**src/rtl/mul_share_arbiter.sv**
```systemverilog
// mul_share_arbiter: round-robin sharing of one pipelined 8x8 multiplier among NREQ requesters
module mul_share_arbiter #(
  parameter int NREQ = 4,
  parameter int MUL_LATENCY = 2,
  parameter int CNT_W = 16,
  localparam int IDW = NREQ > 1 ? $clog2(NREQ) : 1
) (
  input  logic              clk,
  input  logic              rst_n,
  input  logic              pause,
  input  logic [NREQ-1:0]   req_valid,
  output logic [NREQ-1:0]   req_ready,
  input  logic [8*NREQ-1:0] req_a,
  input  logic [8*NREQ-1:0] req_b,
  output logic [7:0]        mul_a,
  output logic [7:0]        mul_b,
  input  logic [15:0]       mul_p,
  output logic              resp_valid,
  output logic [IDW-1:0]    resp_id,
  output logic [15:0]       resp_p,
  output logic              busy,
  output logic [CNT_W-1:0]  op_count
);
  logic [IDW-1:0] ptr_q, ptr_d, g, idx;
  logic hit;
  logic [MUL_LATENCY-1:0] vld_q;
  logic [IDW-1:0] id_q [MUL_LATENCY];
  logic resp_valid_q;
  logic [IDW-1:0] resp_id_q;
  logic [15:0] resp_p_q;
  logic [CNT_W-1:0] cnt_q;
  always_comb begin
    hit = 1'b0;
    g = '0;
    idx = '0;
    for (int k = 0; k < NREQ; k++) begin
      idx = IDW'((int'(ptr_q) + k) % NREQ);
      if (!hit && !pause && req_valid[idx]) begin
        hit = 1'b1;
        g = idx;
      end
    end
  end
  assign req_ready = hit ? NREQ'(1) << g : '0;
  assign mul_a = hit ? req_a[{g, 3'b000} +: 8] : 8'd0;
  assign mul_b = hit ? req_b[{g, 3'b000} +: 8] : 8'd0;
  assign ptr_d = hit ? (g == IDW'(NREQ - 1) ? '0 : g + 1'b1) : ptr_q;
  // tag tail lines up with mul_p; the response register adds one more stage
  always_ff @(posedge clk or negedge rst_n) begin
    if (!rst_n) begin
      ptr_q <= '0;
      vld_q <= '0;
      for (int i = 0; i < MUL_LATENCY; i++) id_q[i] <= '0;
      resp_valid_q <= 1'b0;
      resp_id_q <= '0;
      resp_p_q <= '0;
      cnt_q <= '0;
    end else begin
      ptr_q <= ptr_d;
      vld_q[0] <= hit;
      id_q[0] <= g;
      for (int i = 1; i < MUL_LATENCY; i++) begin
        vld_q[i] <= vld_q[i-1];
        id_q[i] <= id_q[i-1];
      end
      resp_valid_q <= vld_q[MUL_LATENCY-1];
      resp_id_q <= id_q[MUL_LATENCY-1];
      if (vld_q[MUL_LATENCY-1]) resp_p_q <= mul_p;
      if (vld_q[MUL_LATENCY-1] && cnt_q != '1) cnt_q <= cnt_q + 1'b1;
    end
  end
  assign resp_valid = resp_valid_q;
  assign resp_id = resp_id_q;
  assign resp_p = resp_p_q;
  assign op_count = cnt_q;
  assign busy = |req_valid | |vld_q | resp_valid_q;
endmodule
```
**config.mk**
```make
export PLATFORM = sky130hd
export DESIGN_NAME = mul_share_arbiter
export DESIGN_NICKNAME = d
export VERILOG_FILES = /design/src/rtl/mul_share_arbiter.sv
export SDC_FILE = /design/constraint.sdc
export NUM_CORES = 1
export LEC_CHECK = 0
export ABC_AREA = 1
export CORE_MARGIN = 2
export CORE_UTILIZATION = 30
export CTS_CLUSTER_DIAMETER = 40
export DETAILED_ROUTE_END_ITERATION = 10
export PLACE_DENSITY = 0.64
export SKIP_LAST_GASP = 1
export SYNTH_ARGS = -nofsm -noshare
export SYNTH_HDL_FRONTEND = slang
export SYNTH_SLANG_ARGS = --single-unit
```
**constraint.sdc**
```tcl
create_clock -name clk -period 2.31 [get_ports clk]
set_input_delay 0.231 -clock clk [delete_from_list [all_inputs] [get_ports clk]]
set_output_delay 0.231 -clock clk [all_outputs]
set_load 0.05 [all_outputs]
```
==> Yosys cells after proc, flatten, opt, wreduce, memory -nomap -nowiden <==
Index checks and enable logic that the tools add are counted.
W data, S select, Z words.
{ "classes": {"n_eq_ne": 2, "mux": 20, "n_shift": 3, "bitwise_logic": 2, "n_reduce_logical": 14, "order_cmp": 4, "n_addsub": 5} }
{ "op_table": {"columns": ["op", "count"], "rows": [
  ["$shiftx A32 B6 Y8", 2],
  ["$add A16 B1 Y16 const B", 1],
  ["$mux W8", 2],
  ["$ne A16 B16 Y1 const B", 1],
  ["$lt A2 B3 Y1 const B", 4],
  ["$mux W2", 5],
  ["$bmux W1 S2", 4],
  ["$logic_and A1 B1 Y1", 8],
  ["$mux W1", 8],
  ["$add A2 B1 Y2 const B", 2],
  ["$add A2 B2 Y2 const B", 2],
  ["$logic_not A1 Y1", 4],
  ["$mux W4", 1],
  ["$reduce_or A4 Y1", 1],
  ["$shl A1 B2 Y4 const A", 1],
  ["$eq A2 B2 Y1 const B", 1],
  ["$or A1 B1 Y1", 2],
  ["$reduce_or A2 Y1", 1]
]} }
{ "totals": {"reg_bits": 43, "input_bits": 87, "word_cells": 58} }

==> Longest topological paths before layout <==
{ "logic_depth": {"depth_word": 18, "depth_mapped": 15, "depth_no_buf": 13} }

==> Worst setup path after synthesis <==
OpenSTA, ideal clock, no wires.
{ "synth_path": {"path_kind": "register to output", "start": "reg ptr_q[0]", "end": "out req_ready[0]", "stages_incl_launch_ff": 12, "t_arrival_ns": 2.420, "path_slack_ns": -0.341, "required_time_ns": 2.079, "cell_sequence": "dfrtp_1 buf_6 inv_8 nand2_2 nand3_1 nand2_2 nand4_2 nand2_1 nand2_4 nand2_8 buf_6 nor3_1"} }
{ "synth_between": {"elab_chain_cells": 18, "elab_cells_between_ends": 31} }
{ "synth_lines": {"columns": ["item", "line_no", "text"], "rows": [
  ["start, declared", "24", "logic [IDW-1:0] ptr_q, ptr_d, g, idx;"],
  ["start signal, assigned", "59", "ptr_q <= ptr_d;"],
  ["$bmux W1 S2", "38", "if (!hit && !pause && req_valid[idx]) begin"],
  ["$mux W1 (not written as such)", "38", null],
  ["$logic_and A1 B1 Y1", "38", null],
  ["$mux W1", "38", null],
  ["$logic_not A1 Y1", "38", null],
  ["$logic_and A1 B1 Y1 (2 in series)", "38", null],
  ["$mux W1", "38", null],
  ["$logic_not A1 Y1", "38", null],
  ["$logic_and A1 B1 Y1 (2 in series)", "38", null],
  ["$mux W1", "38", null],
  ["$logic_not A1 Y1", "38", null],
  ["$logic_and A1 B1 Y1 (2 in series)", "38", null],
  ["$mux W2 (*)", "38", null],
  ["via g[0]", "24", null],
  ["$shl A1 B2 Y4 (*)", "44", "assign req_ready = hit ? NREQ'(1) << g : '0;"],
  ["$mux W4 (*)", "44", null],
  ["end, declared", "12", "output logic [NREQ-1:0] req_ready,"]
]} }
The timed path passes the listed nets; every way through them passes the cells marked *. The select of a mux whose other input is x is not followed.

==> Worst setup path in the final report <==
{ "layout_path": {"start": "reg ptr_q[0]", "end": "out mul_a[5]"} }
{ "layout_between": {"elab_chain_cells": 18, "elab_cells_between_ends": 31} }
{ "layout_lines": {"columns": ["item", "line_no", "text"], "rows": [
  ["$bmux W1 S2", "38", null],
  ["$mux W1 (not written as such)", "38", null],
  ["$logic_and A1 B1 Y1", "38", null],
  ["$mux W1", "38", null],
  ["$logic_not A1 Y1", "38", null],
  ["$logic_and A1 B1 Y1 (2 in series)", "38", null],
  ["$mux W1", "38", null],
  ["$logic_not A1 Y1", "38", null],
  ["$logic_and A1 B1 Y1 (2 in series)", "38", null],
  ["$mux W1", "38", null],
  ["$logic_not A1 Y1", "38", null],
  ["$logic_and A1 B1 Y1 (2 in series)", "38", null],
  ["$mux W2", "38", null],
  ["$shiftx A32 B6 Y8", "45", "assign mul_a = hit ? req_a[{g, 3'b000} +: 8] : 8'd0;"],
  ["$mux W8 (*)", "45", null],
  ["end, declared", "15", "output logic [7:0] mul_a,"]
]} }
Mark *: on every way between the ends. The rest lies on a longest branch, timed or not. The select of a mux whose other input is x is not followed.

==> flow_metrics.env <==
export IMPL_period_minus_slack_ns=2.64
export IMPL_synth_flop_cell="dfrtp_1"
export IMPL_fin_crit_sh_pct=114
export IMPL_hold_path_class="in -> async"
export IMPL_grt_max_degree=44
export IMPL_pwr_share_clk_pct=6.9
export IMPL_holdBufCountCts=0
export IMPL_worst_pin_slew_ns=0.918
export IMPL_synthArstFlopShare_pct=100
export IMPL_critPathKind="reg -> out"
export IMPL_syn_to_final_growth_pct=86.4
export IMPL_synth_top_area_share_pct=39.2
export IMPL_netlist_instances=355
export IMPL_drt_first_pass_iters=4
export IMPL_start_kind="register"
export IMPL_violations="setup timing"
export IMPL_finalSetupViolations=20
export IMPL_irDropWorstVdd_uv=1110
export IMPL_htree_levels=2
export IMPL_pwr_share_comb_pct=78.6
export IMPL_postRouteAntennaNets=0
export IMPL_synth_largest_area_cell="dfrtp_1"
export IMPL_wl_per_cell_microns=14.0
export IMPL_synth_area_sq_um=2740
export IMPL_finalSetupTns_ns=-5.56
export IMPL_fp_dieH_microns=99.6
export IMPL_worst_ep_arrival_time_ns=2.41
export IMPL_hold_viol_final=0
export IMPL_antenna_diode_count=0
export IMPL_total_power_mw=8.25
export IMPL_dieArea_sq_um=9920
export IMPL_p_sw_share_pct=50.1
export IMPL_hpwl_microns=6330
export IMPL_nNetsFinal=616
export IMPL_vias_per_cell=4.81
export IMPL_ys_top_cells_by_area="dfrtp_1 (39%), nand2_1 (19%), nand3_1 (8.4%)"
export IMPL_muxShareOfSynthArea_pct=6.57
export IMPL_cts_sinks=43
export IMPL_fin_skew_ns=0.00808
export IMPL_drive_above_1_share_pct=27.6
export IMPL_rsz0062_at_grt="true"
export IMPL_grt_ovfl_total=0
export IMPL_cts_buffers=5
export IMPL_start_util_pct=31.1
export IMPL_leakagePower_nw=2.33
export IMPL_grt_pass1_vias=3002
export IMPL_yosys_area_share_adder_pct=0.456
export IMPL_ys_ff_latch=43
export IMPL_synth_compound_area_share_pct=5.06
export IMPL_synth_xor_area_share_pct=4.79
export IMPL_timing_final_ws_setup_ns=-0.331
export IMPL_first_iter_violations=114
export IMPL_seq_area_frac_synth_pct=39.2
export IMPL_dieWidth_microns=99.6
export IMPL_yosys_warnings=0
export IMPL_clk_pin_slew_ns=0.08
export IMPL_synth_top_family_by_area="simple AND/OR/NAND/NOR gates"
export IMPL_switchingPower_mw=4.13
export IMPL_synth_most_common_cell="nand2_1"
export IMPL_status="complete, but fails checks"
export IMPL_drc=0
export IMPL_fill_cells=774
export IMPL_clockBufferDepth=2
export IMPL_synth_nets=443
export IMPL_seqPwrFrac_pct=14.4
export IMPL_routabilityCongestion=0.852
export IMPL_report_final_slew_viol_count=0
export IMPL_ios=143
export IMPL_cts_tree="built"
export IMPL_cts_root_buf="clkbuf_8"
export IMPL_ys_types=35
export IMPL_synth_common_cells="nand2_1 (138), nand3_1 (46), dfrtp_1 (43)"
export IMPL_worstSetupEndpointType="output pin"
export IMPL_power_density_nw_per_um2=1610
export IMPL_max_freq_mhz=379
export IMPL_synthSimpleGateAreaFrac_pct=36.6
export IMPL_grt_pass1_wl_microns=13800
export IMPL_drv_cap=0
export IMPL_grt_use_total_pct=17.2
export IMPL_drt_total_wl_microns=8900
export IMPL_cp_required_ns=2.08
export IMPL_crit_path_max_fanout=8
export IMPL_core_area_sq_um=8810
export IMPL_p_int_mw=4.12
export IMPL_port_buffers=142
export IMPL_syn_avg_cell_area_sq_um=7.73
export IMPL_antenna_found_initial=0
export IMPL_num_rows=34
export IMPL_clock_latency_ns=0.29
export IMPL_synth_edf_count=0
export IMPL_slew_headroom_pct=38.8
export IMPL_vias=3065
export IMPL_final_util_pct=58.1
## worst max-delay path, cell delays in order, from the launching register on
cell and delay (ns):
dfrtp_2 0.43, buf_12 0.14, clkinv_8 0.06, nand2_2 0.05, nand2_2 0.09, nand2_4 0.07
nand2_4 0.09, nand4_4 0.10, nor2_8 0.15, nand2_1 0.07, o211ai_1 0.09, buf_4 0.17
buf_4 0.14, nand2_1 0.09, a21oi_2 0.18, buf_12 0.16
## logic make-up after synthesis
| group | count (synthesis) |
|---|---|
| flops | 43 |
| xor+xnor | 15 |
| fa+ha+maj | 1 |
| simple gates | 219 |
| buf+inv | 36 |
| mux | 16 |
| compound gates | 25 |
## cell usage in the layout, fill, tap and decap left out, drive strengths merged
cell,instances
inv,18
buf,59
o21ai,5
xnor2,6
nor2,11
nand4,5
o211ai,2
clkdlybuf4s50,120
nand3,46
clkbuf,5
xor2,9
a21oi,17
clkinv,3
nand3b,1
and3,1
dfrtp,43
mux2,16
bufinv,1
bufbuf,1
nor3,5
nand2,152
nor4,1
ha,1
a31oi,1
## final cells by class
type                       instances  area, sq um  area share [%]
inverter                          19         86.3            1.69
clock inverter                     3         43.8           0.857
clock buffer                       5         68.8            1.35
multi-input combinational        279         1690            33.0
timing repair buffer             180         2010            39.3
tap                              108          135            2.64
sequential                        43         1080            21.1
## worst paths after layout
kind / startpoint / endpoint / slack (ns) / cells after the start
hold / removal: rst_n / resp_p[14] / 0.07 / 1
setup / recovery: ptr_q[0] / mul_a[5] / -0.33 / 15
setup reg to reg: ptr_q[0] / ptr_q[1] / 0.19 / 16
max in group asynchronous: rst_n / ptr_q[0] / 1.62 / 1
min in group clk: id_q[3] / id_q[1] / 0.35 / 0
hold reg to reg: id_q[3] / id_q[1] / 0.35 / 0
## what timing repair did
item                                    4_1_cts  5_1_grt
gates resized for setup                       8       39
endpoints found under the setup margin       20       20
hold endpoints to repair                      0        0
gates cloned                                  4        3
setup buffers                                 8        4
pin swaps                                     4        5
## stage by stage
stage	cell area (sq um)	setup WS [ns]	hold WS, ns	instances
floorplan	2800	-0.225	-0.0646	355
global placement	4630	-0.157	0.335	610
detailed placement	4630	-0.228	0.336	610
CTS	4920	-0.313	0.0921	630
global route	5110	-0.473	0.126	637
finish	5110	-0.331	0.0654	637
## per-layer routing
layer / vias up / GRT usage [%] / wire length, microns
met3: 23 / 4.99 / 678
met2: 122 / 29.4 / 4340
met5: - / 0 / 0
li1: 1499 / - / -
met1: 1421 / 20.8 / 3660
met4: 0 / 5.80 / 229
## sequential cells by signal (all words and copies together), names as in the netlist
| register | cells |
|---|---|
| resp_id | 2 |
| resp_valid | 1 |
| resp_p | 16 |
| vld_q | 2 |
| op_count | 16 |
| id_q | 4 |
| ptr_q | 2 |
## power by group through the flow
stage | logic, mW | clock network [mW] | registers [mW]
after floorplan | 2.85 | 0 | 1.82
after global placement | 5.52 | 0 | 1.22
after detailed placement | 5.58 | 0 | 1.23
after CTS | 6.12 | 0.594 | 1.19
after global routing | 6.89 | 0.628 | 1.23
final | 6.49 | 0.572 | 1.19
Power figures use the tool's default switching activity.
